===== config.mk =====
export PLATFORM = sky130hd
export DESIGN_NAME = control_unit
export DESIGN_NICKNAME = d
export VERILOG_FILES = /design/src/rtl/redux_pkg.sv /design/src/rtl/instr_decoder.sv /design/src/rtl/control_unit.sv
export SDC_FILE = /design/constraint.sdc
export NUM_CORES = 1
export LEC_CHECK = 0
export CORE_MARGIN = 3
export CORE_UTILIZATION = 40
export CTS_CLUSTER_SIZE = 14
export DETAILED_ROUTE_END_ITERATION = 10
export PLACE_DENSITY_LB_ADDON = 0.3
export SETUP_SLACK_MARGIN = 0.1
export SLEW_MARGIN = 30
export SYNTH_ARGS = -nofsm -noshare
export SYNTH_HDL_FRONTEND = slang
export SYNTH_SLANG_ARGS = --single-unit

===== constraint.sdc =====
create_clock -name clk -period 1.9 [get_ports clk]
set_input_delay 0.38 -clock clk [delete_from_list [all_inputs] [get_ports clk]]
set_output_delay 0.38 -clock clk [all_outputs]
set_load 0.02 [all_outputs]

===== src/rtl/redux_pkg.sv =====
// Shared definitions for the Redux-V core: opcodes, FSM states,
// instruction classes, next-PC selects and ALU function codes.
package redux_pkg;

   // Opcode field values (instr[7:4]); 0x8-0xE are ALU operations.
   localparam logic [3:0] OP_BRZR = 4'h0;
   localparam logic [3:0] OP_JI   = 4'h1;
   localparam logic [3:0] OP_LD   = 4'h4;
   localparam logic [3:0] OP_ST   = 4'h5;
   localparam logic [3:0] OP_HALT = 4'hF;

   typedef enum logic [2:0] {
      ST_FETCH  = 3'd0,
      ST_DECODE = 3'd1,
      ST_EXEC   = 3'd2,
      ST_MEM    = 3'd3,
      ST_WB     = 3'd4,
      ST_HALT   = 3'd5
   } state_t;

   typedef enum logic [2:0] {
      CLS_NOP  = 3'd0,
      CLS_BRZR = 3'd1,
      CLS_JI   = 3'd2,
      CLS_LD   = 3'd3,
      CLS_ST   = 3'd4,
      CLS_ALU  = 3'd5,
      CLS_HALT = 3'd6
   } iclass_t;

   // Next-PC source select.
   localparam logic [1:0] PC_INC = 2'b00;   // PC + 1
   localparam logic [1:0] PC_REL = 2'b01;   // PC + sext(imm4)
   localparam logic [1:0] PC_REG = 2'b10;   // register b

   // ALU function codes, equal to op[2:0] of opcodes 0x8-0xE.
   localparam logic [2:0] ALU_ADD = 3'b000;
   localparam logic [2:0] ALU_SUB = 3'b001;
   localparam logic [2:0] ALU_AND = 3'b010;
   localparam logic [2:0] ALU_OR  = 3'b011;
   localparam logic [2:0] ALU_XOR = 3'b100;
   localparam logic [2:0] ALU_SHL = 3'b101;
   localparam logic [2:0] ALU_SHR = 3'b110;

   // True for the register-register ALU opcode range 0x8-0xE.
   function automatic logic is_alu_op(input logic [3:0] op);
      return op[3] && (op != OP_HALT);
   endfunction

endpackage


===== src/rtl/instr_decoder.sv =====
// Combinational split of the instruction register into an instruction
// class and its register/ALU fields.
module instr_decoder
   import redux_pkg::*;
(
   input  logic [7:0] ir,
   output logic [2:0] cls,
   output logic [1:0] ra,
   output logic [1:0] rb,
   output logic [2:0] alu_op
);

   assign ra     = ir[3:2];
   assign rb     = ir[1:0];
   assign alu_op = ir[6:4];

   // Classify the opcode; anything unassigned behaves as a NOP.
   always_comb begin
      cls = CLS_NOP;
      case (ir[7:4])
         OP_BRZR: cls = CLS_BRZR;
         OP_JI:   cls = CLS_JI;
         OP_LD:   cls = CLS_LD;
         OP_ST:   cls = CLS_ST;
         OP_HALT: cls = CLS_HALT;
         default: begin
            if (is_alu_op(ir[7:4])) begin
               cls = CLS_ALU;
            end else begin
               cls = CLS_NOP;
            end
         end
      endcase
   end

endmodule


===== src/rtl/control_unit.sv =====
// Multicycle control unit for the 8-bit Redux-V core. Outputs are
// registered per state; only the fetch strobes (qualified by mem_ready)
// and the BRZR PC write (qualified by zero) are gated by live inputs.
module control_unit
   import redux_pkg::*;
#(
   parameter int unsigned MEM_TIMEOUT = 32'd0
) (
   input  logic       clk,
   input  logic       reset,
   input  logic [7:0] instr,
   input  logic       mem_ready,
   input  logic       zero,
   output logic       mem_re,
   output logic       mem_we,
   output logic       addr_sel,
   output logic       ir_load,
   output logic       pc_we,
   output logic [1:0] pc_src,
   output logic [1:0] r_a,
   output logic [1:0] r_b,
   output logic [1:0] write_addr,
   output logic       write_enable,
   output logic       wb_sel,
   output logic [2:0] alu_op,
   output logic       halted,
   output logic       error
);

   // A wait counter of 16 bits covers any practical timeout; the last
   // count value before expiry is precomputed.
   localparam logic        TO_EN   = (MEM_TIMEOUT != 32'd0);
   localparam logic [15:0] TO_LAST = 16'(MEM_TIMEOUT - 32'd1);

   state_t      state_r;
   state_t      nxt_s;
   logic [7:0]  ir_r;
   logic [15:0] wait_cnt_r;
   logic        fetch_r;      // in FETCH: ir_load/pc_we follow mem_ready
   logic        pc_we_r;      // unconditional PC write (JI in EXEC)
   logic        brzr_r;       // conditional PC write (BRZR in EXEC)
   logic        waiting_s;
   logic        timeout_s;
   logic [2:0]  dec_cls;
   logic [1:0]  dec_ra;
   logic [1:0]  dec_rb;
   logic [2:0]  dec_alu_op;

   instr_decoder u_dec (
      .ir     (ir_r),
      .cls    (dec_cls),
      .ra     (dec_ra),
      .rb     (dec_rb),
      .alu_op (dec_alu_op)
   );

   assign ir_load = fetch_r & mem_ready;
   assign pc_we   = (fetch_r & mem_ready) | pc_we_r | (brzr_r & zero);

   // Next-state selection, including memory-wait timeout into HALT.
   always_comb begin
      waiting_s = ((state_r == ST_FETCH) || (state_r == ST_MEM)) && !mem_ready;
      timeout_s = TO_EN && waiting_s && (wait_cnt_r == TO_LAST);
      nxt_s     = state_r;
      case (state_r)
         ST_FETCH: begin
            if (mem_ready) begin
               nxt_s = ST_DECODE;
            end else if (timeout_s) begin
               nxt_s = ST_HALT;
            end else begin
               nxt_s = ST_FETCH;
            end
         end
         ST_DECODE: begin
            case (dec_cls)
               CLS_ALU, CLS_BRZR, CLS_JI: nxt_s = ST_EXEC;
               CLS_LD, CLS_ST:            nxt_s = ST_MEM;
               CLS_HALT:                  nxt_s = ST_HALT;
               default:                   nxt_s = ST_FETCH;
            endcase
         end
         ST_EXEC: begin
            if (dec_cls == CLS_ALU) begin
               nxt_s = ST_WB;
            end else begin
               nxt_s = ST_FETCH;
            end
         end
         ST_MEM: begin
            if (mem_ready) begin
               if (dec_cls == CLS_LD) begin
                  nxt_s = ST_WB;
               end else begin
                  nxt_s = ST_FETCH;
               end
            end else if (timeout_s) begin
               nxt_s = ST_HALT;
            end else begin
               nxt_s = ST_MEM;
            end
         end
         ST_WB:   nxt_s = ST_FETCH;
         ST_HALT: nxt_s = ST_HALT;
         default: nxt_s = ST_FETCH;
      endcase
   end

   // State, IR, wait counter and the registered outputs of the next state.
   always_ff @(posedge clk) begin
      if (!reset) begin
         state_r      <= ST_FETCH;
         ir_r         <= 8'h00;
         wait_cnt_r   <= 16'd0;
         fetch_r      <= 1'b1;
         pc_we_r      <= 1'b0;
         brzr_r       <= 1'b0;
         mem_re       <= 1'b1;
         mem_we       <= 1'b0;
         addr_sel     <= 1'b0;
         pc_src       <= PC_INC;
         r_a          <= 2'd0;
         r_b          <= 2'd0;
         write_addr   <= 2'd0;
         write_enable <= 1'b0;
         wb_sel       <= 1'b0;
         alu_op       <= 3'd0;
         halted       <= 1'b0;
         error        <= 1'b0;
      end else begin
         state_r <= nxt_s;

         if ((state_r == ST_FETCH) && mem_ready) begin
            ir_r <= instr;
         end else begin
            ir_r <= ir_r;
         end

         if (waiting_s && !timeout_s) begin
            wait_cnt_r <= wait_cnt_r + 16'd1;
         end else begin
            wait_cnt_r <= 16'd0;
         end

         if (timeout_s) begin
            error <= 1'b1;
         end else begin
            error <= error;
         end

         // Everything idle unless the next state asks for it.
         fetch_r      <= 1'b0;
         pc_we_r      <= 1'b0;
         brzr_r       <= 1'b0;
         mem_re       <= 1'b0;
         mem_we       <= 1'b0;
         addr_sel     <= 1'b0;
         pc_src       <= PC_INC;
         r_a          <= 2'd0;
         r_b          <= 2'd0;
         write_addr   <= 2'd0;
         write_enable <= 1'b0;
         wb_sel       <= 1'b0;
         alu_op       <= 3'd0;
         halted       <= 1'b0;

         case (nxt_s)
            ST_FETCH: begin
               fetch_r <= 1'b1;
               mem_re  <= 1'b1;
            end
            ST_DECODE: begin
               // IR is being loaded on this edge, so take fields from instr.
               r_a <= instr[3:2];
               r_b <= instr[1:0];
            end
            ST_EXEC: begin
               r_a <= dec_ra;
               r_b <= dec_rb;
               case (dec_cls)
                  CLS_ALU: alu_op <= dec_alu_op;
                  CLS_BRZR: begin
                     brzr_r <= 1'b1;
                     pc_src <= PC_REG;
                  end
                  CLS_JI: begin
                     pc_we_r <= 1'b1;
                     pc_src  <= PC_REL;
                  end
                  default: alu_op <= 3'd0;
               endcase
            end
            ST_MEM: begin
               r_a      <= dec_ra;
               r_b      <= dec_rb;
               addr_sel <= 1'b1;
               if (dec_cls == CLS_LD) begin
                  mem_re <= 1'b1;
               end else begin
                  mem_we <= 1'b1;
               end
            end
            ST_WB: begin
               r_a          <= dec_ra;
               r_b          <= dec_rb;
               write_enable <= 1'b1;
               write_addr   <= dec_ra;
               if (dec_cls == CLS_LD) begin
                  wb_sel <= 1'b1;
               end else begin
                  wb_sel <= 1'b0;
                  alu_op <= dec_alu_op;
               end
            end
            ST_HALT: begin
               halted <= 1'b1;
            end
            default: begin
               fetch_r <= 1'b1;
               mem_re  <= 1'b1;
            end
         endcase
      end
   end

endmodule


==> key figures <==
Status
  – Result of the run: finished clean

Yosys
  – Number of enable flip-flop cells after synthesis: 0
  – Most area-consuming cells after synthesis: dfxtp_1 50%, nand2_1 7.5%, a21oi_1 4.3%
  – Yosys Warn Count: 0
  – Mean cell area of the mapped netlist: ~9.8 µm²
  – Proportion of synthesized flip-flops having asynchronous set or reset: 0%
  – Area of the mapped netlist: approximately 1200 µm²
  – Area share of the leading cell type in the synthesized netlist: 50.4%
  – Post-synthesis cell type with the largest combined area: dfxtp_1
  – Syn Nets: about 130
  – Synthesized instance count: ~120
  – Most used flip-flop cell after synthesis: dfxtp_1
  – Sequential-to-total area share from yosys stat: between 50 and 60%
  – Distinct cell type count after synthesis: 34
  – Flops & latches, synth: 29

Power
  – Total power per unit cell area: ~920 nW/µm²
  – Net switching power of the design: approximately 330 µW
  – Max rail drop VDD: 0.777 mV
  – Internal Dissipation: around 1.1 mW
  – Part of the total power dissipated in sequential elements: between 40% and 50%
  – Total leakage power: approximately 0.64 nW
  – Clock power share: a little over two fifths
  – Sw Ratio: between 20% and 30%
  – Combinational group share of total power: 11.9%

Clock tree
  – CTS tree: done
  – Clk root buf: clkbuf_4
  – Later-pin clock latency in the skew report: between 300 and 400 ps
  – Clock slew at reported path FFs: around 100 ps
  – Number of buffers inserted during clock tree synthesis: 5
  – Longest Clk Path Bufs: 2
  – CTS sink cnt: 29
  – Buffers inserted during post-CTS setup optimization: 0
  – Number of H-tree levels: 2

STA
  – Shortest clock period the worst path allows after layout: 1750 ps
  – Top achievable clock speed: 0.570 GHz
  – Final-report setup violation count: 0
  – Smallest setup slack after layout: 146 ps
  – Tcrit/Tclk final: 92.3%
  – Total negative setup slack: 0 ps
  – Fin Clk Skew: 5.11 ps
  – Max-slew violations: 0
  – Final-layout worst hold slack: between 400 and 500 ps
  – Final Hold Vio Count: 0
  – Setup repair after global routing missed its margin: false

Critical path
  – Kind of start point of the critical path: input pin
  – Buffers and inverters on the worst path: 2
  – Crit end category: output pin
  – Max FO, Critical Path: 2
  – Kind of critical path: in2out
  – Required time of the critical path: ~1500 ps
  – Startpoint of the lowest-slack register-to-register path: ir_r[4]
  – Data arrival time of the critical path: 1370 ps
  – Critical path, cell by cell: clkdlybuf4s50_1 > and2_1 > a211o_1 > buf_2
  – Worst Reg-to-Reg Cells: 4
  – Slack of the worst reg-to-reg path: between 200 and 300 ps
  – Maximum cell stage delay along the critical path: between 400 and 500 ps
  – Reg-to-reg endpoint: alu_op[0]
  – Library cell contributing the largest single delay on the critical path: clkdlybuf4s50_1
  – Cell type group with the largest total delay on the critical path: buffers and inverters

Detailed routing
  – Initial DRC Count: 13
  – Total wire length after detailed routing: 2510 µm
  – Number of vias per cell after detailed routing: around 5.2
  – Routed len/inst: approximately 14 µm
  – DR DRC count: 0
  – Final ANT Viol Nets: 0
  – Total iterations of the first detailed-routing run: 4
  – Count of vias placed by the detailed router: around 950

Hold path
  – Worst min path class: reg2reg
  – Worst hold path depth: 2
  – Worst Min Path Start: ir_r[0]
  – End of the worst hold path: ir_r[0]

GRT
  – Global-route congestion overflow total: 0
  – Largest net degree at the start of global routing: 15
  – Antenna violations before repair: 0
  – First-pass GRT wire length: 4280 µm
  – Gr usage total: 16.6%
  – Vias in the first global route: around 980

Die
  – Die Wd: 59.6 µm
  – Area of the core: roughly 2600 µm²
  – Die Footprint: around 3600 µm²
  – Effective utilization at floorplan: ~44%
  – I/O pin count: 32
  – Die height: between 50 and 60 µm
  – Row count: 18

Place
  – Placer Congestion: 0.871
  – Pre-CTS setup slack: -249 ps
  – HPWL after detailed placement: approximately 1900 µm
  – Count of input and output buffers: 30

Cells and area
  – Antenna diode instance count: 0
  – # nets final: 165
  – Proportion of layout cells with a drive suffix above 1: 19.5%
  – Synth-to-layout area growth: 37.4%

Job
  – # Max-Cap Violations: 0
cell usage after synthesis (2+ instances only):
library cell / n
and3_1: 3
nand3_1: 3
a21oi_1: 10
buf_4: 3
and3_2: 6
nor2_1: 3
nand3b_1: 3
dfxtp_1: 29
inv_1: 2
nand2_1: 23
nand4_1: 2
and2_1: 3
buf_6: 2
and4bb_1: 2
o22ai_1: 4
worst max-delay path by stage:
stage	from	end	cells after the start	slack, ps
global route	mem_ready	pc_we	4	110
CTS	mem_ready	pc_we	4	130
global placement	mem_ready	pc_we	4	-210
finish	mem_ready	pc_we	4	150
floorplan	state_r[1]	brzr_r	6	420
detailed placement	mem_ready	pc_we	4	-250
what timing repair did:
| item | 4_1_cts | 5_1_grt |
|---|---|---|
| endpoints found under the setup margin | 2 | 9 |
| endpoints found under the hold margin | 0 | 0 |
| gates resized for setup | 5 | 2 |
| hold buffers | 0 | 0 |
| cloned | 0 | 0 |
state kept, by name (all words and copies together), names as in the netlist, 2 cells and up:
name,count
r_b,2
write_addr,2
state_r,3
alu_op,3
r_a,2
ir_r,8
per-layer routing:
metal	wire length [µm]	GRT usage, %
met5	0	0
met4	61	10.1
met3	149	6.75
met2	1230	25.6
met1	1070	19.1
cell usage in the layout, fill, tap and decap left out, drive strengths merged, types with 2 or more instances in the layout:
cell type,n
dfxtp,29
clkdlybuf4s50,28
nand2,23
a21oi,10
and3,9
buf,6
clkbuf,5
o22ai,4
and2,4
nor2,3
nand3b,3
nand3,3
inv,2
nand4,2
and4bb,2
bufinv,2
nor4b,2
area by class of cell:
cell class	instances	area [µm²]
Fill cell	236	1030
Tap cell	30	37.5
Sequential cell	29	581
Timing Repair Buffer	35	332
Multi-Input combinational cell	80	522
Inverter	2	7.51
Clock inverter	3	65.1
Clock buffer	5	37.5
logic make-up after synthesis:
logic type	synth area share, %
AND/OR/NAND/NOR	29.6
flip-flops	50.4
AO/OA/AOI/OAI	14.8
buffers and inverters	4.89
other	0.326
power groups by stage:
stage	Sequential [mW]	Clock [mW]	Combinational (mW)
CTS	0.657	0.644	0.173
detailed placement	0.671	0	0.175
floorplan	0.674	0	0.0966
global route	0.663	0.678	0.189
global placement	0.671	0	0.173
finish	0.657	0.624	0.172
through the flow:
step	cells	cell area (µm²)	utilization, %	power (mW)
after floorplan	117	1150	-	0.770
after global placement	176	1480	56.6	0.845
after detailed placement	176	1480	56.6	0.847
after CTS	184	1570	60.2	1.47
after global routing	184	1580	60.5	1.53
final	184	1580	60.5	1.45
tightest hold or removal path, cell delays in order (launching register included):
cell and delay, ps:
dfxtp_1 320, nand2_1 50, a21oi_1 50
No activity file was read; power rests on OpenSTA's default activity.
